===== src/rtl/axi_lite_reg_slave.sv =====
// AXI4-Lite register bank: read-only ID word at index 0, byte-writable control words above it.
// Independent write (AW/W/B) and read (AR/R) engines, one transaction of each kind in flight.
module axi_lite_reg_slave #(
   parameter int unsigned N_REGS    = 16,
   parameter logic [31:0] BASE_ADDR = 32'h0000_0000,
   parameter logic [31:0] ID_VALUE  = 32'h5349_5443
) (
   input  logic                   clk,
   input  logic                   rst,
   input  logic [31:0]            s_axi_awaddr,
   input  logic [2:0]             s_axi_awprot,
   input  logic                   s_axi_awvalid,
   output logic                   s_axi_awready,
   input  logic [31:0]            s_axi_wdata,
   input  logic [3:0]             s_axi_wstrb,
   input  logic                   s_axi_wvalid,
   output logic                   s_axi_wready,
   output logic [1:0]             s_axi_bresp,
   output logic                   s_axi_bvalid,
   input  logic                   s_axi_bready,
   input  logic [31:0]            s_axi_araddr,
   input  logic [2:0]             s_axi_arprot,
   input  logic                   s_axi_arvalid,
   output logic                   s_axi_arready,
   output logic [31:0]            s_axi_rdata,
   output logic [1:0]             s_axi_rresp,
   output logic                   s_axi_rvalid,
   input  logic                   s_axi_rready,
   output logic [32*N_REGS-1:0]   reg_out,
   output logic [N_REGS-1:0]      wr_pulse
);

   localparam int unsigned IDX_W = (N_REGS > 1) ? $clog2(N_REGS) : 1;
   localparam logic [1:0] RESP_OKAY   = 2'b00;
   localparam logic [1:0] RESP_SLVERR = 2'b10;
   localparam logic [1:0] RESP_DECERR = 2'b11;

   typedef enum logic [1:0] {W_IDLE, W_COMMIT, W_RESP} wstate_t;
   typedef enum logic {R_IDLE, R_RESP} rstate_t;

   wstate_t           wstate, wstate_nxt;
   rstate_t           rstate, rstate_nxt;
   logic              aw_got, w_got;
   logic              aw_hs, w_hs, ar_hs;
   logic [31:0]       awaddr_q, wdata_q;
   logic [3:0]        wstrb_q;
   logic [IDX_W-1:0]  wr_idx, rd_idx;
   logic [1:0]        wr_resp;
   logic [31:0]       rw_q [1:N_REGS-1];
   logic              unused_prot;

   function automatic logic addr_hit(input logic [31:0] addr);
      logic [31:0] off;
      off = addr - BASE_ADDR;
      return (addr >= BASE_ADDR) && (off < 32'(4 * N_REGS));
   endfunction

   function automatic logic [IDX_W-1:0] addr_idx(input logic [31:0] addr);
      logic [31:0] off;
      off = addr - BASE_ADDR;
      return off[IDX_W+1:2];
   endfunction

   assign unused_prot = ^{s_axi_awprot, s_axi_arprot};

   assign aw_hs = s_axi_awvalid && s_axi_awready;
   assign w_hs  = s_axi_wvalid && s_axi_wready;
   assign ar_hs = s_axi_arvalid && s_axi_arready;

   // Write engine: state register
   always_ff @(posedge clk) begin
      if (rst) wstate <= W_IDLE;
      else     wstate <= wstate_nxt;
   end

   // Write engine: next state
   always_comb begin
      wstate_nxt = wstate;
      case (wstate)
         W_IDLE:   if ((aw_got || aw_hs) && (w_got || w_hs)) wstate_nxt = W_COMMIT;
         W_COMMIT: wstate_nxt = W_RESP;
         W_RESP:   if (s_axi_bready) wstate_nxt = W_IDLE;
         default:  wstate_nxt = W_IDLE;
      endcase
   end

   // Write engine: outputs (all quiet while in reset)
   always_comb begin
      s_axi_awready = 1'b0;
      s_axi_wready  = 1'b0;
      s_axi_bvalid  = 1'b0;
      if (!rst) begin
         case (wstate)
            W_IDLE: begin
               s_axi_awready = !aw_got;
               s_axi_wready  = !w_got;
            end
            W_RESP:  s_axi_bvalid = 1'b1;
            default: ;
         endcase
      end
   end

   always_ff @(posedge clk) begin
      if (rst) begin
         aw_got <= 1'b0;
         w_got  <= 1'b0;
      end else if (wstate == W_COMMIT) begin
         aw_got <= 1'b0;
         w_got  <= 1'b0;
      end else begin
         if (aw_hs) aw_got <= 1'b1;
         if (w_hs)  w_got  <= 1'b1;
      end
   end

   always_ff @(posedge clk) begin
      if (aw_hs) awaddr_q <= s_axi_awaddr;
      if (w_hs) begin
         wdata_q <= s_axi_wdata;
         wstrb_q <= s_axi_wstrb;
      end
   end

   assign wr_idx = addr_idx(awaddr_q);

   always_comb begin
      wr_resp = RESP_OKAY;
      if (!addr_hit(awaddr_q))       wr_resp = RESP_DECERR;
      else if (wr_idx == '0)         wr_resp = RESP_SLVERR;
   end

   // Commit stage: byte-lane update of the addressed RW word
   always_ff @(posedge clk) begin
      for (int i = 1; i < N_REGS; i++) begin
         if (rst) begin
            rw_q[i] <= '0;
         end else if (wstate == W_COMMIT && wr_resp == RESP_OKAY && wr_idx == IDX_W'(i)) begin
            for (int b = 0; b < 4; b++)
               if (wstrb_q[b]) rw_q[i][8*b +: 8] <= wdata_q[8*b +: 8];
         end
      end
   end

   always_ff @(posedge clk) begin
      if (rst) begin
         s_axi_bresp <= RESP_OKAY;
         wr_pulse    <= '0;
      end else begin
         wr_pulse <= '0;
         if (wstate == W_COMMIT) begin
            s_axi_bresp <= wr_resp;
            if (wr_resp == RESP_OKAY) wr_pulse[wr_idx] <= 1'b1;
         end
      end
   end

   assign reg_out[31:0] = ID_VALUE;
   for (genvar g = 1; g < N_REGS; g++) begin : g_out
      assign reg_out[32*g +: 32] = rw_q[g];
   end

   // Read engine: state register
   always_ff @(posedge clk) begin
      if (rst) rstate <= R_IDLE;
      else     rstate <= rstate_nxt;
   end

   // Read engine: next state
   always_comb begin
      rstate_nxt = rstate;
      case (rstate)
         R_IDLE:  if (ar_hs) rstate_nxt = R_RESP;
         R_RESP:  if (s_axi_rready) rstate_nxt = R_IDLE;
         default: rstate_nxt = R_IDLE;
      endcase
   end

   // Read engine: outputs
   always_comb begin
      s_axi_arready = 1'b0;
      s_axi_rvalid  = 1'b0;
      if (!rst) begin
         s_axi_arready = (rstate == R_IDLE);
         s_axi_rvalid  = (rstate == R_RESP);
      end
   end

   assign rd_idx = addr_idx(s_axi_araddr);

   // Sampled from the pre-edge register state, so a coincident commit is not visible
   always_ff @(posedge clk) begin
      if (rst) begin
         s_axi_rdata <= '0;
         s_axi_rresp <= RESP_OKAY;
      end else if (ar_hs) begin
         if (addr_hit(s_axi_araddr)) begin
            s_axi_rdata <= reg_out[32*rd_idx +: 32];
            s_axi_rresp <= RESP_OKAY;
         end else begin
            s_axi_rdata <= '0;
            s_axi_rresp <= RESP_DECERR;
         end
      end
   end

endmodule


===== config.mk =====
export PLATFORM = sky130hd
export DESIGN_NAME = axi_lite_reg_slave
export DESIGN_NICKNAME = d
export VERILOG_FILES = /design/src/rtl/axi_lite_reg_slave.sv
export SDC_FILE = /design/constraint.sdc
export NUM_CORES = 1
export LEC_CHECK = 0
export CAP_MARGIN = 20
export CORE_AREA = 2 2 263 265
export DETAILED_ROUTE_END_ITERATION = 16
export DIE_AREA = 0 0 265 267
export PLACE_DENSITY = 0.75
export SLEW_MARGIN = 30
export SYNTH_ARGS = -nofsm -noshare
export SYNTH_HDL_FRONTEND = slang
export SYNTH_SLANG_ARGS = --single-unit

===== constraint.sdc =====
create_clock -name clk -period 2.9 [get_ports clk]
set_input_delay 0.87 -clock clk [delete_from_list [all_inputs] [get_ports clk]]
set_output_delay 0.87 -clock clk [all_outputs]
set_load 0.03 [all_outputs]

==> Word-level counts from Yosys, hierarchy flattened <==
Memories as Yosys holds them, arrays and structs flattened.
Cells that the tools add are included.
{ "totals": {"ram_bits": 480, "ff_bits": 125, "output_inout_bits": 569, "latchBits": 0, "input_bits": 113, "mem_bits_ro": 0, "mem_count": 1} }
{ "classes": {"muxes": 266, "n_bitwise": 63, "div": 0, "order_cmp": 6, "mul": 0, "n_shift": 1, "reduce_logical": 33, "n_eq_ne": 19, "add_sub_neg": 0} }
{ "memory_table": {"columns": ["name", "words", "width", "rd", "rd_clocked_by_memory_dff", "write_ports", "line_no", "rtl"], "rows": [
  ["rw_q", 15, 32, 15, 0, 15, "49", "logic [31:0] rw_q [1:N_REGS-1];"]
]} }
{ "ops": {"columns": ["op", "count"], "rows": [
  ["$shiftx A512 B10 Y32", 1],
  ["$mux W8", 60],
  ["$mux W1", 197],
  ["$ge A32 B1 Y1 const B", 2],
  ["$lt A32 B7 Y1 const B", 2],
  ["$or A1 B1 Y1", 60],
  ["$eq A4 B4 Y1 const B", 8],
  ["$mux W32", 1],
  ["$logic_and A1 B1 Y1", 23],
  ["$eq A4 B3 Y1 const B", 4],
  ["$mux W2", 5],
  ["$eq A4 B2 Y1 const B", 2],
  ["$pmux W2 S3", 1],
  ["$lt A4 B5 Y1 const B", 1],
  ["$demux W1 S4", 1],
  ["$eq A4 B1 Y1 const B", 1],
  ["$ge A4 B1 Y1 const B", 1],
  ["$logic_not A2 Y1", 2],
  ["$logic_not A4 Y1", 1],
  ["$ne A2 B2 Y1 const B", 2],
  ["$not A1 Y1", 3],
  ["$reduce_or A3 Y1", 1],
  ["$eq A2 B1 Y1 const B", 1],
  ["$eq A2 B2 Y1 const B", 1],
  ["5 further kinds", 7]
]} }

==> Longest topological paths before layout <==
{ "logic_depth": {"depth_word": 10, "ltp_mapped": 10, "mapped_depth_nobuf": 5} }

==> Worst setup path before layout <==
OpenSTA, ideal clock, no wires.
{ "synth_path": {"path_kind": "input -> register", "start": "input port rst", "end": "register wdata_q[0], enable pin", "required_ps": 2503, "stages": 4, "arrival_time_ps": 2808, "slack_ps": -304, "setup_ps": 397, "n_path_buf": 1, "cell_sequence": "clkbuf_1 -> or3_1 -> nor2_1 -> and2_1"} }
{ "synth_via": {"elab_chain_cells": 2} }
{ "synth_rtl": {"columns": ["item", "line_no", "rtl"], "rows": [
  ["start: declaration", "9", "input logic rst,"],
  ["$mux W1", "92", "if (!rst) begin"],
  ["net s_axi_wready", "17", "output logic s_axi_wready,"],
  ["$logic_and A1 B1 Y1", "67", "assign w_hs = s_axi_wvalid && s_axi_wready;"],
  ["net w_hs", "44", "logic aw_hs, w_hs, ar_hs;"],
  ["end signal: assignment", "120", "wdata_q <= s_axi_wdata;"],
  ["end: declaration", "45", "logic [31:0] awaddr_q, wdata_q;"]
]} }
The timed path passes the listed nets, and every way through them passes these cells.
A chain may end at the register's enable or synchronous reset.

==> Worst setup path in the final report <==
{ "layout_path": {"start": "input port rst", "end": "output port s_axi_rvalid"} }
{ "layout_via": {"elab_chain_cells": 1} }
{ "layout_rtl": {"columns": ["item", "line_no", "rtl"], "rows": [
  ["$mux W1", "183", "if (!rst) begin"],
  ["end: declaration", "27", "output logic s_axi_rvalid,"]
]} }
Every way passes these cells.

==> impl_metrics.tcl <==
set metrics [dict create \
    seq_power_share 0.476 \
    crit_required_ns 2.03 \
    wl_um 109000 \
    grt_pass1_vias 19780 \
    io_buffers 639 \
    fmax_mhz 363 \
    clk_latency_ns 0.62 \
    overflow 0 \
    maxSlewHeadroom 0.513 \
    hold_class "reg2reg" \
    pwr-share-comb 0.118 \
    synth_top_area_share 0.630 \
    rsz0062_at_grt "false" \
    antenna_found_initial 7 \
    rows 96 \
    cts_buffers 67 \
    postSynthAreaPerCell_um2 13.9 \
    hold_violations 0 \
    firstDrtPassIters 7 \
    worstHoldStart "s_axi_rdata[13]" \
    wire_per_inst_um 30.7 \
    gp_congestion 0.977 \
    layout.cells.most_common "clkdlybuf4s50_1" \
    fp.dieW_um 265 \
    clock-root-buffer "clkbuf_16" \
    p_leak_nw 13.3 \
    synth_area_um2 26000 \
    hpwl_um 83400 \
    drc 0 \
    worst_slew_pin_slew_ns 0.731 \
    crit-reg2reg-launch "awaddr_q[16]" \
    cp_max_fo 8 \
    internal-power_w 0.0157 \
    synthArstFlopShare 0 \
    track_usage 0.301 \
    p_per_area_nw_per_um2 574 \
    clock_path_buffers 3 \
    r2r_slack_ns 0.32 \
    synth_area_leaders "edfxtp_1 63%, mux4_2 5.6%, and2_1 4.7%" \
    finalSetupViolCount 0 \
    fin_crit_sh 0.950 \
    switching_share 0.255 \
    maxCapViolations 0 \
    start_kind "input pin" \
    finish.utilization 0.540 \
    ir_worst_vdd_v 0.000435 \
    met1Wirelength_um 40900 \
    layout_common_cells "631 x clkdlybuf4s50_1, 546 x edfxtp_1, 317 x nor2_1" \
    ant_nets 0 \
    syn_to_final_growth_pct 41.1 \
    slowest_delay_ns 0.69 \
    dieArea_um2 70800 \
    top_layer "met5" \
    cts_setup_buffers 0 \
    clock_sinks 602 \
    outcome "finished, final reports clean" \
    ys_warn_count 0 \
    synth-seq-cells 602 \
    critical_path_buf_inv_count 2 \
    post_cts_resized 0 \
    drive_above_1_share 0.162 \
    ys_types 49 \
    fin_worst_skew_ns 0.0266 \
    path_delay_family "buffers and inverters" \
    yosys.area.top_type "edfxtp_1" \
    core_area_um2 68000 \
    period_minus_slack_ns 2.76 \
    cpMaxStageDelayCell "clkdlybuf4s50_1" \
    cts_tree "built" \
    clkPwrFrac 0.406 \
    syn_inst 1870 \
    critPathCaptureType "primary output" \
    yosysSeqAreaShare 0.673 \
    maxSlewViolCount 0 \
    drt_iter0_drc 2258 \
    layout.area.seq_um2 17500 \
    cp_data_arrival_time_ns 1.89 \
    synth-main-ff-cell "edfxtp_1" \
    multi_input_area_um2 7810 \
    hold_buffers 0 \
    start_util 0.383 \
    clk_pin_slew_ns 0.06 \
    vias 20317 \
    cts_max_level 3 \
    dieHeight_um 267 \
    synth_edf_count 546 \
    viasPerCell 5.70 \
    crit_chain "buf_4 > nor2b_1 > clkdlybuf4s50_1" \
    design.final.nets 2741 \
    cp-startpoint "rst" \
    met3_length_um 13400 \
    wl_met2_um 50800 \
    ios 682 \
    grt_pass1_wl_um 150000 \
    grt_max_degree 66 \
    crit_type "in2out" \
    fin_setup_tns_ns 0 \
    switching_power_w 0.00538 \
    fillCellCount 5547 \
]
==> flip-flops by register name (all words and copies together), names as in the netlist, 2 cells and up <==
register,cells
s_axi_rdata,32
wstrb_q,4
s_axi_bresp,2
wstate,2
awaddr_q,30
wdata_q,32
wr_pulse,16
rw_q,480
==> power groups by stage <==
stage | clock network (W) | registers (W) | logic, W
2_1_floorplan | 0 | 0.0105 | 0.000793
3_3_place_gp | 0 | 0.0102 | 0.00243
3_5_place_dp | 0 | 0.0102 | 0.00246
4_1_cts | 0.00861 | 0.0100 | 0.00248
5_1_grt | 0.00890 | 0.0100 | 0.00257
6_report | 0.00855 | 0.0100 | 0.00250
==> layout make-up <==
cell class,instances,area share
Multi-Input combinational cell,1136,0.213
Clock buffer,94,0.0518
Tap cell,882,0.0300
Timing Repair Buffer,820,0.220
Sequential cell,602,0.477
Inverter,1,0.000102
Antenna cell,3,0.000204
Clock inverter,29,0.00801
==> layer usage <==
layer  global-route usage  up-vias
li1                     -     8397
met1                0.394    10181
met2                0.479     1516
met3               0.0827      217
met4                0.119        6
met5                    0        -
==> cell usage after synthesis (19+ instances only) <==
library cell and count:
mux2i_1 71, nor3_1 35, a221oi_1 19, a21oi_1 22, nor2b_1 29, o21ai_0 42, edfxtp_1 546, nor2_1 319
mux4_2 65, and2_1 194, mux2_2 37, dfxtp_1 56, a211oi_1 19, buf_4 38, nand2_1 81, buf_2 53
a21o_1 28, clkbuf_1 55
==> worst reg2reg max path, delay by kind of cell (launching register included) <==
kind | cells | cell delay (ns)
AOI/OAI and AO/OA | 1 | 0.47
buffers and inverters | 2 | 0.39
and+or+nand+nor | 4 | 0.99
DFF | 1 | 0.36
==> stage by stage <==
stage | hold WS, ns | setup slack [ns] | cell area, um^2 | total power (W) | std cells
finish | 0.453 | 0.144 | 36700 | 0.0211 | 3567
global route | 0.476 | 0.112 | 36700 | 0.0215 | 3564
CTS | 0.457 | 0.126 | 36700 | 0.0211 | 3564
detailed placement | 0.444 | 0.0602 | 34500 | 0.0127 | 3441
global placement | 0.447 | 0.0588 | 34500 | 0.0126 | 3440
floorplan | 0.476 | 0.0533 | 26200 | 0.0113 | 1901
==> logic make-up (layout without fill, tap and decap cells) <==
logic type | Yosys count | after routing | share of synthesized area
and+or+nand+nor | 718 | 718 | 0.135
DFF | 602 | 602 | 0.673
AOI/OAI and AO/OA | 212 | 212 | 0.0590
muxes | 173 | 173 | 0.0995
buffers and inverters | 163 | 944 | 0.0334
other | 2 | 36 | 0.000288
==> path summary, 6_finish.rpt <==
kind / end / depth (start not counted)
min: s_axi_rdata[13] / 2
max: s_axi_rvalid / 3
max reg2reg: rw_q[0][410] / 7
min reg2reg: s_axi_rdata[13] / 2
Note: power is estimated with default switching activity, not from simulation.
==> RTL change: new RTL, same flow settings <==
`N_REGS`: 16 -> 8.
--- a/src/rtl/axi_lite_reg_slave.sv
+++ b/src/rtl/axi_lite_reg_slave.sv
@@ -1,7 +1,7 @@
 // AXI4-Lite register bank: read-only ID word at index 0, byte-writable control words above it.
 // Independent write (AW/W/B) and read (AR/R) engines, one transaction of each kind in flight.
 module axi_lite_reg_slave #(
-   parameter int unsigned N_REGS    = 16,
+   parameter int unsigned N_REGS    = 8,
    parameter logic [31:0] BASE_ADDR = 32'h0000_0000,
    parameter logic [31:0] ID_VALUE  = 32'h5349_5443
 ) (
Ports: changed (resized reg_out and wr_pulse); port bits go from 682 to 418. The function was not compared with the original's and may differ.
==> RTL change against the unedited design <==
Synthesized cell count down 40%; setup slack better by 0.051 ns; synthesized area down 45%; cell area down 44%; register-to-register slack worse by 0.11 ns; total power down 44%; non-clock buffer count down 385; sequential power down 44%; wire length down 47%; sequential cell count down 264; global-route usage down 14 points; die area unchanged; critical endpoint unchanged; largest cell class unchanged; largest power group unchanged.
==> RTL change: results (changes against the unedited design) <==
| Metric | Value |
|---|---|
| Signal inverters | `8 (was 1)` |
| Count of non-CTS buffers in the layout | `435 (was 820)` |
| Pre-CTS WS | `-0.1188 ns (was 0.06020 ns)` |
| Area fraction in compound gates after synthesis | `7.371% (was 5.902%)` |
| Clk_skew | `0.01379 ns (was 0.02656 ns)` |
| Clk tree area frac | `6.141% (was 5.983%)` |
| Seq pwr | `5.56 mW (was 10.0 mW)` |
| Worst r2r src | `awaddr_q[15] (was awaddr_q[16])` |
| Worst Max-Slew Pin Slew | `0.9306 ns (was 0.7310 ns)` |
| H-tree depth | `2 (was 3)` |
| Largest net degree at the start of global routing | `57 (was 66)` |
| Clock Latency Late Sink | `0.54 ns (was 0.62 ns)` |
| Total number of vias | `11279 (was 20317)` |
| CTS buffer count | `38 (was 67)` |
| Clk sinks | `338 (was 602)` |
| Largest registers | `rw_q x224, s_axi_rdata x32, wdata_q x32 (was rw_q x480, s_axi_rdata x32, wdata_q x32)` |
| Metal-1 WL | `22340 microns (was 40870 microns)` |
| Met2 GRT Util | `26.94% (was 47.85%)` |
| Status | `complete, no violations (unchanged)` |
| First-pass GRT wire length | `79960 microns (was 149500 microns)` |
| Reported net switching power | `2.939 mW (was 5.379 mW)` |
| M3 GR Usage | `5.010% (was 8.266%)` |
| Top cells by count, synth | `edfxtp_1, nor3_1, mux2i_1, nand2_1, nor2_1 (was edfxtp_1, nor2_1, and2_1, nand2_1, mux2i_1)` |
| Worst path max stage delay | `0.66 ns (was 0.69 ns)` |
| Initial antenna violation count | `4 (was 7)` |
| Seq area share | `47.08% (was 47.70%)` |
| Setup ws final | `0.1954 ns (was 0.1444 ns)` |
| Metal3 WL | `5842 microns (was 13380 microns)` |
| Diodes inserted | `1 (was 3)` |
| Register area share after synthesis | `67.58% (was 67.29%)` |
==> RTL change: cell count changes after synthesis, moves of 22 or more <==
cell and change:
mux2i_1 +22, mux4_2 -64, nor2b_1 -26, o22ai_1 +36, nor2_1 -251, nor3_1 +152, a21o_1 -28, mux2_2 -36
edfxtp_1 -256, and2_1 -192
==> RTL change: metrics by stage <==
step | instance area [sq um] | hold slack (ns) | utilization, % | instances
6_report | 20540 | 0.4536 | 30.21 | 2419
5_1_grt | 20530 | 0.4710 | 30.20 | 2418
4_1_cts | 20510 | 0.4558 | 30.16 | 2418
3_5_place_dp | 19250 | 0.4478 | 28.31 | 2349
3_3_place_gp | 19240 | 0.4465 | 28.30 | 2349
2_1_floorplan | 14430 | 0.4837 | - | 1158
==> RTL change: timing repair <==
action,4_1_cts,5_1_grt
setup endpoints to repair,0,41
hold buffers,0,0
buffers inserted,0,0
resized for setup,0,6
